[config.mk]
export PLATFORM = sky130hd
export DESIGN_NAME = pipe_stage_reg
export DESIGN_NICKNAME = d
export VERILOG_FILES = /design/src/rtl/pipe_stage_reg.sv
export SDC_FILE = /design/constraint.sdc
export NUM_CORES = 1
export LEC_CHECK = 0
export CORE_ASPECT_RATIO = 0.5
export CORE_MARGIN = 1.5
export CORE_UTILIZATION = 25
export CTS_BUF_LIST = sky130_fd_sc_hd__clkbuf_8 sky130_fd_sc_hd__clkbuf_16
export DETAILED_ROUTE_END_ITERATION = 12
export HOLD_SLACK_MARGIN = 0.1
export SYNTH_ARGS = -nofsm -noshare
export SYNTH_HDL_FRONTEND = slang
export SYNTH_SLANG_ARGS = --single-unit
[constraint.sdc]
create_clock -name clk -period 1.4 [get_ports clk]
set_clock_uncertainty 0.05 [all_clocks]
set_input_delay 0.28 -clock clk [delete_from_list [all_inputs] [get_ports clk]]
set_output_delay 0.28 -clock clk [all_outputs]
set_load 0.01 [all_outputs]
[src/rtl/pipe_stage_reg.sv]
// pipe_stage_reg: valid/ready pipeline stage carrying CHANNELS words of WIDTH bits, with flush and stall counter.
// Define PIPE_STAGE_SKID_EN for a two-entry stage whose in_ready comes straight from a flop.
module pipe_stage_reg #(
   parameter int WIDTH    = 32,
   parameter int CHANNELS = 2,
   parameter int CNT_W    = 16
) (
   input  logic                      clk,
   input  logic                      rst_n,
   input  logic                      flush,
   input  logic                      in_valid,
   output logic                      in_ready,
   input  logic [CHANNELS*WIDTH-1:0] in_data,
   output logic                      out_valid,
   input  logic                      out_ready,
   output logic [CHANNELS*WIDTH-1:0] out_data,
   output logic [CNT_W-1:0]          stall_cnt
);
   logic                      skid_valid;
   logic [CHANNELS*WIDTH-1:0] skid_data;
   logic                      accept;
   logic                      advance;
   assign accept  = in_valid && in_ready;
   assign advance = !out_valid || out_ready;
`ifdef PIPE_STAGE_SKID_EN
   logic ready_q;
   assign in_ready = ready_q;
   // ready_q tracks the next value of !skid_valid so in_ready never sees out_ready combinationally
   always_ff @(posedge clk or negedge rst_n)
      if (!rst_n) begin
         skid_valid <= 1'b0;
         skid_data  <= '0;
         ready_q    <= 1'b0;
      end else if (flush) begin
         skid_valid <= 1'b0;
         skid_data  <= '0;
         ready_q    <= 1'b1;
      end else begin
         if (advance)
            skid_valid <= 1'b0;
         else if (accept) begin
            skid_valid <= 1'b1;
            skid_data  <= in_data;
         end
         ready_q <= advance || !(skid_valid || accept);
      end
`else
   assign skid_valid = 1'b0;
   assign skid_data  = '0;
   assign in_ready   = advance;
`endif
   always_ff @(posedge clk or negedge rst_n)
      if (!rst_n) begin
         out_valid <= 1'b0;
         out_data  <= '0;
      end else if (flush) begin
         out_valid <= 1'b0;
         out_data  <= '0;
      end else if (advance) begin
         out_valid <= skid_valid || accept;
         if (skid_valid || accept)
            out_data <= skid_valid ? skid_data : in_data;
      end
   always_ff @(posedge clk or negedge rst_n)
      if (!rst_n)
         stall_cnt <= '0;
      else if (out_valid && !out_ready && stall_cnt != {CNT_W{1'b1}})
         stall_cnt <= stall_cnt + CNT_W'(1);
endmodule
Yosys cells after proc, flatten, opt, wreduce, memory -nomap -nowiden
Index checks and enable logic that the tools add are counted.
{"block": "word_totals", "reg_bits": 81, "inputBits": 69, "out_inout_bits": 82, "word_cells": 19}
{"block": "classes", "addsub": 1, "n_eq_ne": 1, "muxes": 5, "reduce_logical": 9}
{"cell": "2-to-1 mux 64 bit", "n": 3}
{"cell": "adder 16 x 1 -> 16 bit, second input constant", "n": 1}
{"cell": "inequality test 16 bit, second input constant", "n": 1}
{"cell": "nonzero test 2 bit", "n": 2}
{"cell": "logical AND 1 bit", "n": 3}
{"cell": "logical NOT 1 bit", "n": 2}
{"cell": "2-to-1 mux 1 bit", "n": 2}
{"cell": "AND reduction 2 bit", "n": 1}
{"cell": "logical OR 1 bit", "n": 1}

Depth between registers and ports, before layout
{"block": "depth", "ltp_word": 6, "depth_mapped": 6, "ltp_nobuf": 5}

Least setup slack after synthesis
OpenSTA, ideal clock, no wires.
{"block": "synth_timing", "path_kind": "reg-to-reg", "start": "register stall_cnt[7]", "end": "register stall_cnt[9]", "setup_ps": 80, "arrival_time_ps": 1519, "required_time_ps": 1270, "setup_slack_ps": -249, "stages_incl_launch_ff": 6, "path_buffers": 1, "synth_period_minus_slack_ps": 1649, "path_cell_list": "dfrtp_1 nand4_2 or4_1 buf_2 nand4_1 xnor2_1"}
{"block": "synth_via", "elab_chain_cells": 2, "elab_cells_between_ends": 3, "classes_between": "1 x add/sub; 1 x eq/ne; 1 x reduce/logical"}
{"element": "from (decl)", "line": "17", "source": "output logic [CNT_W-1:0] stall_cnt"}
{"element": "from (signal assigned)", "line": "68", "source": "stall_cnt <= stall_cnt + CNT_W'(1);"}
{"element": "parallel branches: the longest is 2 deep, another holds adder 16 x 1 -> 16 bit"}
Parallel ways; which one is timed is not known.
A chain may end at the register's enable or synchronous reset.

Worst setup path after layout
{"block": "layout_timing", "start": "register stall_cnt[14]", "end": "register stall_cnt[1]"}
{"block": "layout_via", "elab_chain_cells": 2}
{"element": "inequality test 16 bit", "line": "67", "source": "else if (out_valid && !out_ready && stall_cnt != {CNT_W{1'b1}})"}
{"element": "logical AND 1 bit", "line": "67"}
Every way passes these cells.

==> flow_summary_export.csv <==
group,metric,value,unit
sta,post-route-period-util,114.5,%
synthesis,avgSynthCellArea,13.77,sq um
grt,grt_pass1_vias,2806,
setup_path,critPathArrivalTime,1770,ps
clock_network,numCtsBuffers,9,
floorplanning,core,0.01188,sq mm
floorplanning,start_util,25.85,%
synthesis,ys_types,27,
sta,worst_slew_pin_slew,311.1,ps
synthesis,synth.net_count,293,
setup_path,r2r-end,"stall_cnt[1]",
cells_and_area,final_cell_mix,"dfrtp_1 (75), clkdlybuf4s50_1 (66), a22o_1 (64), dlygate4sd2_1 (64), buf_4 (28)",
pwr,power,6.487,mW
grt,grt_pass1_wl,16.00,mm
outcome,violations,"negative setup slack",
sta,fin_crit,1604,ps
cells_and_area,final_nets,509,
clock_network,clk_pin_slew_worst_paths,70,ps
floorplanning,die_h,81.37,um
job,maxCapViolCount,0,
setup_path,rrSetupSlack,-200,ps
detailed_routing,num_vias,2743,
detailed_routing,via_per_inst,4.504,
pwr,p_leak,3.016,nW
floorplanning,dieArea,0.01300,sq mm
grt,grt_usage,16.03,%
setup_path,crit_buf_inv,1,
synthesis,syn_area,0.003070,sq mm
grt,antenna_found_initial,0,
sta,rsz0062_at_grt,"true",
sta,hold_viol_final,0,
setup_path,cp-end-kind,"flip-flop",
synthesis,synthCells,223,
floorplanning,die_x,159.7,um
setup_path,cp_max_fo,4,
setup_path,critPathKind,"reg2reg",
clock_network,cts-root-buf,"clkbuf_16",
detailed_routing,drcViolationCount,0,
place,dpl.cell_count,566,
setup_path,endpoint,"stall_cnt[1]",
setup_path,critPathRequiredTime,1560,ps
detailed_routing,drtPass1Iterations,4,
outcome,status,"complete, but fails checks",
floorplanning,row_count,28,
synthesis,yosysWarnings,0,
setup_path,cp_top_family,"flip-flops",
grt,grt_max_degree,48,
cells_and_area,drive_above_1_share,32.21,%
pwr,power_density,1083,mW/mm^2
floorplanning,io_pins,151,
synthesis,synth-seq-cells,81,
setup_path,crit_chain,"nand4_4 > buf_4 > o41ai_4 > mux2_4",
cells_and_area,final_common_cell,"dfrtp_1",
clock_network,clockBufferDepth,2,
pwr,vdd_drop_max,0.6408,mV
synthesis,ys_seq_area_share,66.01,%
cells_and_area,stdcell_count,609,
setup_path,reg2reg_depth,4,
clock_network,clk_latency,330,ps
detailed_routing,ant_nets,0,
sta,slew-limit-headroom,79.19,%
setup_path,crit_cells,4,
place,dp_hpwl,6.792,mm
worst_hold_path,min_path_type,"in2async",
sta,setup_viol,81,
clock_network,cts_tree,"done",
detailed_routing,dr.first_iter.drc_count,102,
setup_path,cpPeakStageDelay,410,ps
sta,finalWorstSetupSlack,-203.6,ps
place,place_congestion,0.7278,
place,post-place-ws,-510.6,ps
sta,drv_slew,0,
setup_path,crit_start,"stall_cnt[14]",
cells_and_area,fin_util,50.42,%
setup_path,timing.rr.start,"stall_cnt[14]",
cells_and_area,antennaDiodeCount,0,
place,port_buffers,150,
sta,setup_tns,-9032,ps
grt,grt_overflow_total,0,
detailed_routing,wl,10.94,mm
sta,clock.fmax,0.6236,GHz
clock_network,cts_max_level,3,
setup_path,cpMaxStageDelayCell,"dfrtp_1",
setup_path,crit_path_start_kind,"flip-flop",
cells_and_area,area_growth,95.03,%
detailed_routing,wl_per_cell,17.97,um
clock_network,cts_sinks,81,
final cells by class:
type	instances	area [sq um]
Clock buffer	9	225.2
Clock inverter	7	71.32
Fill cell	1049	5888
Inverter	1	6.256
Multi-Input combinational cell	128	1217
Sequential cell	81	2034
Tap cell	165	206.4
Timing Repair Buffer	218	2227
timing repair:
| item | CTS | global route |
|---|---|---|
| setup endpoints to repair | 162 | 90 |
| pin swaps | 22 | 33 |
| endpoints found under the hold margin | 81 | 0 |
| gates cloned | 6 | 6 |
| hold buffers | 1 | 0 |
| gates resized for setup | 192 | 18 |
| setup buffers | 18 | 4 |
sequential cells by signal (all words and copies together) (netlist names):
signal,flops
out_data,64
out_valid,1
stall_cnt,16
cell usage after synthesis:
library cell,n,area (sq um)
inv_2,1,3.750
clkbuf_1,6,22.52
mux2_1,2,22.52
o311ai_1,1,8.760
buf_2,7,35.03
or3_1,1,6.260
a21oi_1,2,10.01
nor3_1,6,30.03
nand4_2,3,37.54
dfrtp_1,81,2027
o21ai_0,1,5.000
nand4_1,1,6.260
nor3b_1,1,7.510
nand4b_1,1,8.760
a22o_1,64,560.5
nand3_1,5,25.02
a21oi_2,1,8.760
and3_1,2,12.51
xor2_1,6,52.55
o41ai_2,1,16.27
nor4_1,2,12.51
xnor2_1,6,52.55
nand2_1,12,45.04
ha_1,1,12.51
and2b_1,1,7.510
or4_1,1,7.510
nor2_1,7,26.28
through the flow:
| stage | area [sq um] | hold WS [ps] |
|---|---|---|
| detailed placement | 5136 | 112.7 |
| global route | 5988 | 324.0 |
| floorplan | 3182 | -65.59 |
| global placement | 5136 | 115.5 |
| finish | 5988 | 306.6 |
| CTS | 5859 | 317.0 |
how the worst min path moves through the flow:
stage,depth (start not counted),slack (ps),end,from
finish,2,310,out_data[63],rst_n
CTS,2,320,out_data[63],rst_n
global placement,1,120,out_data[63],rst_n
floorplan,0,-70,out_data[0],rst_n
detailed placement,1,110,out_data[63],rst_n
global route,2,320,out_data[4],rst_n
metal layers:
layer	track usage [%]	wire, um	vias to the layer above
met5	0	0	-
met4	5.189	163	0
met3	3.320	308	15
met2	27.86	5567	46
met1	20.32	4905	1393
li1	-	-	1289
worst reg2reg max path: cells and delay by family, from the launching register on:
kind                   cells  cell delay (ps)
flip-flops                 1              410
AO/OA/AOI/OAI              1              390
multiplexers               1              330
buffers and inverters      1              170
AND/OR/NAND/NOR            1              140
cell families (layout without fill, tap and decap cells):
family	Yosys count	after routing	share of synthesized area [%]
fa+ha+maj	1	1	0.4074
buf+inv	14	235	1.996
mux	2	2	0.7334
compound gates	70	70	19.85
xor+xnor	12	12	3.423
flops	81	81	66.01
simple gates	43	43	7.580
report_power, final:
part | internal (mW) | leakage [nW] | switching, mW
combinational | 0.853 | 1.79 | 0.628
clock | 1.38 | 0.149 | 0.983
sequential | 2.53 | 1.07 | 0.112
total | 4.76 | 3.02 | 1.72
Note: power is estimated with default switching activity, not from simulation.
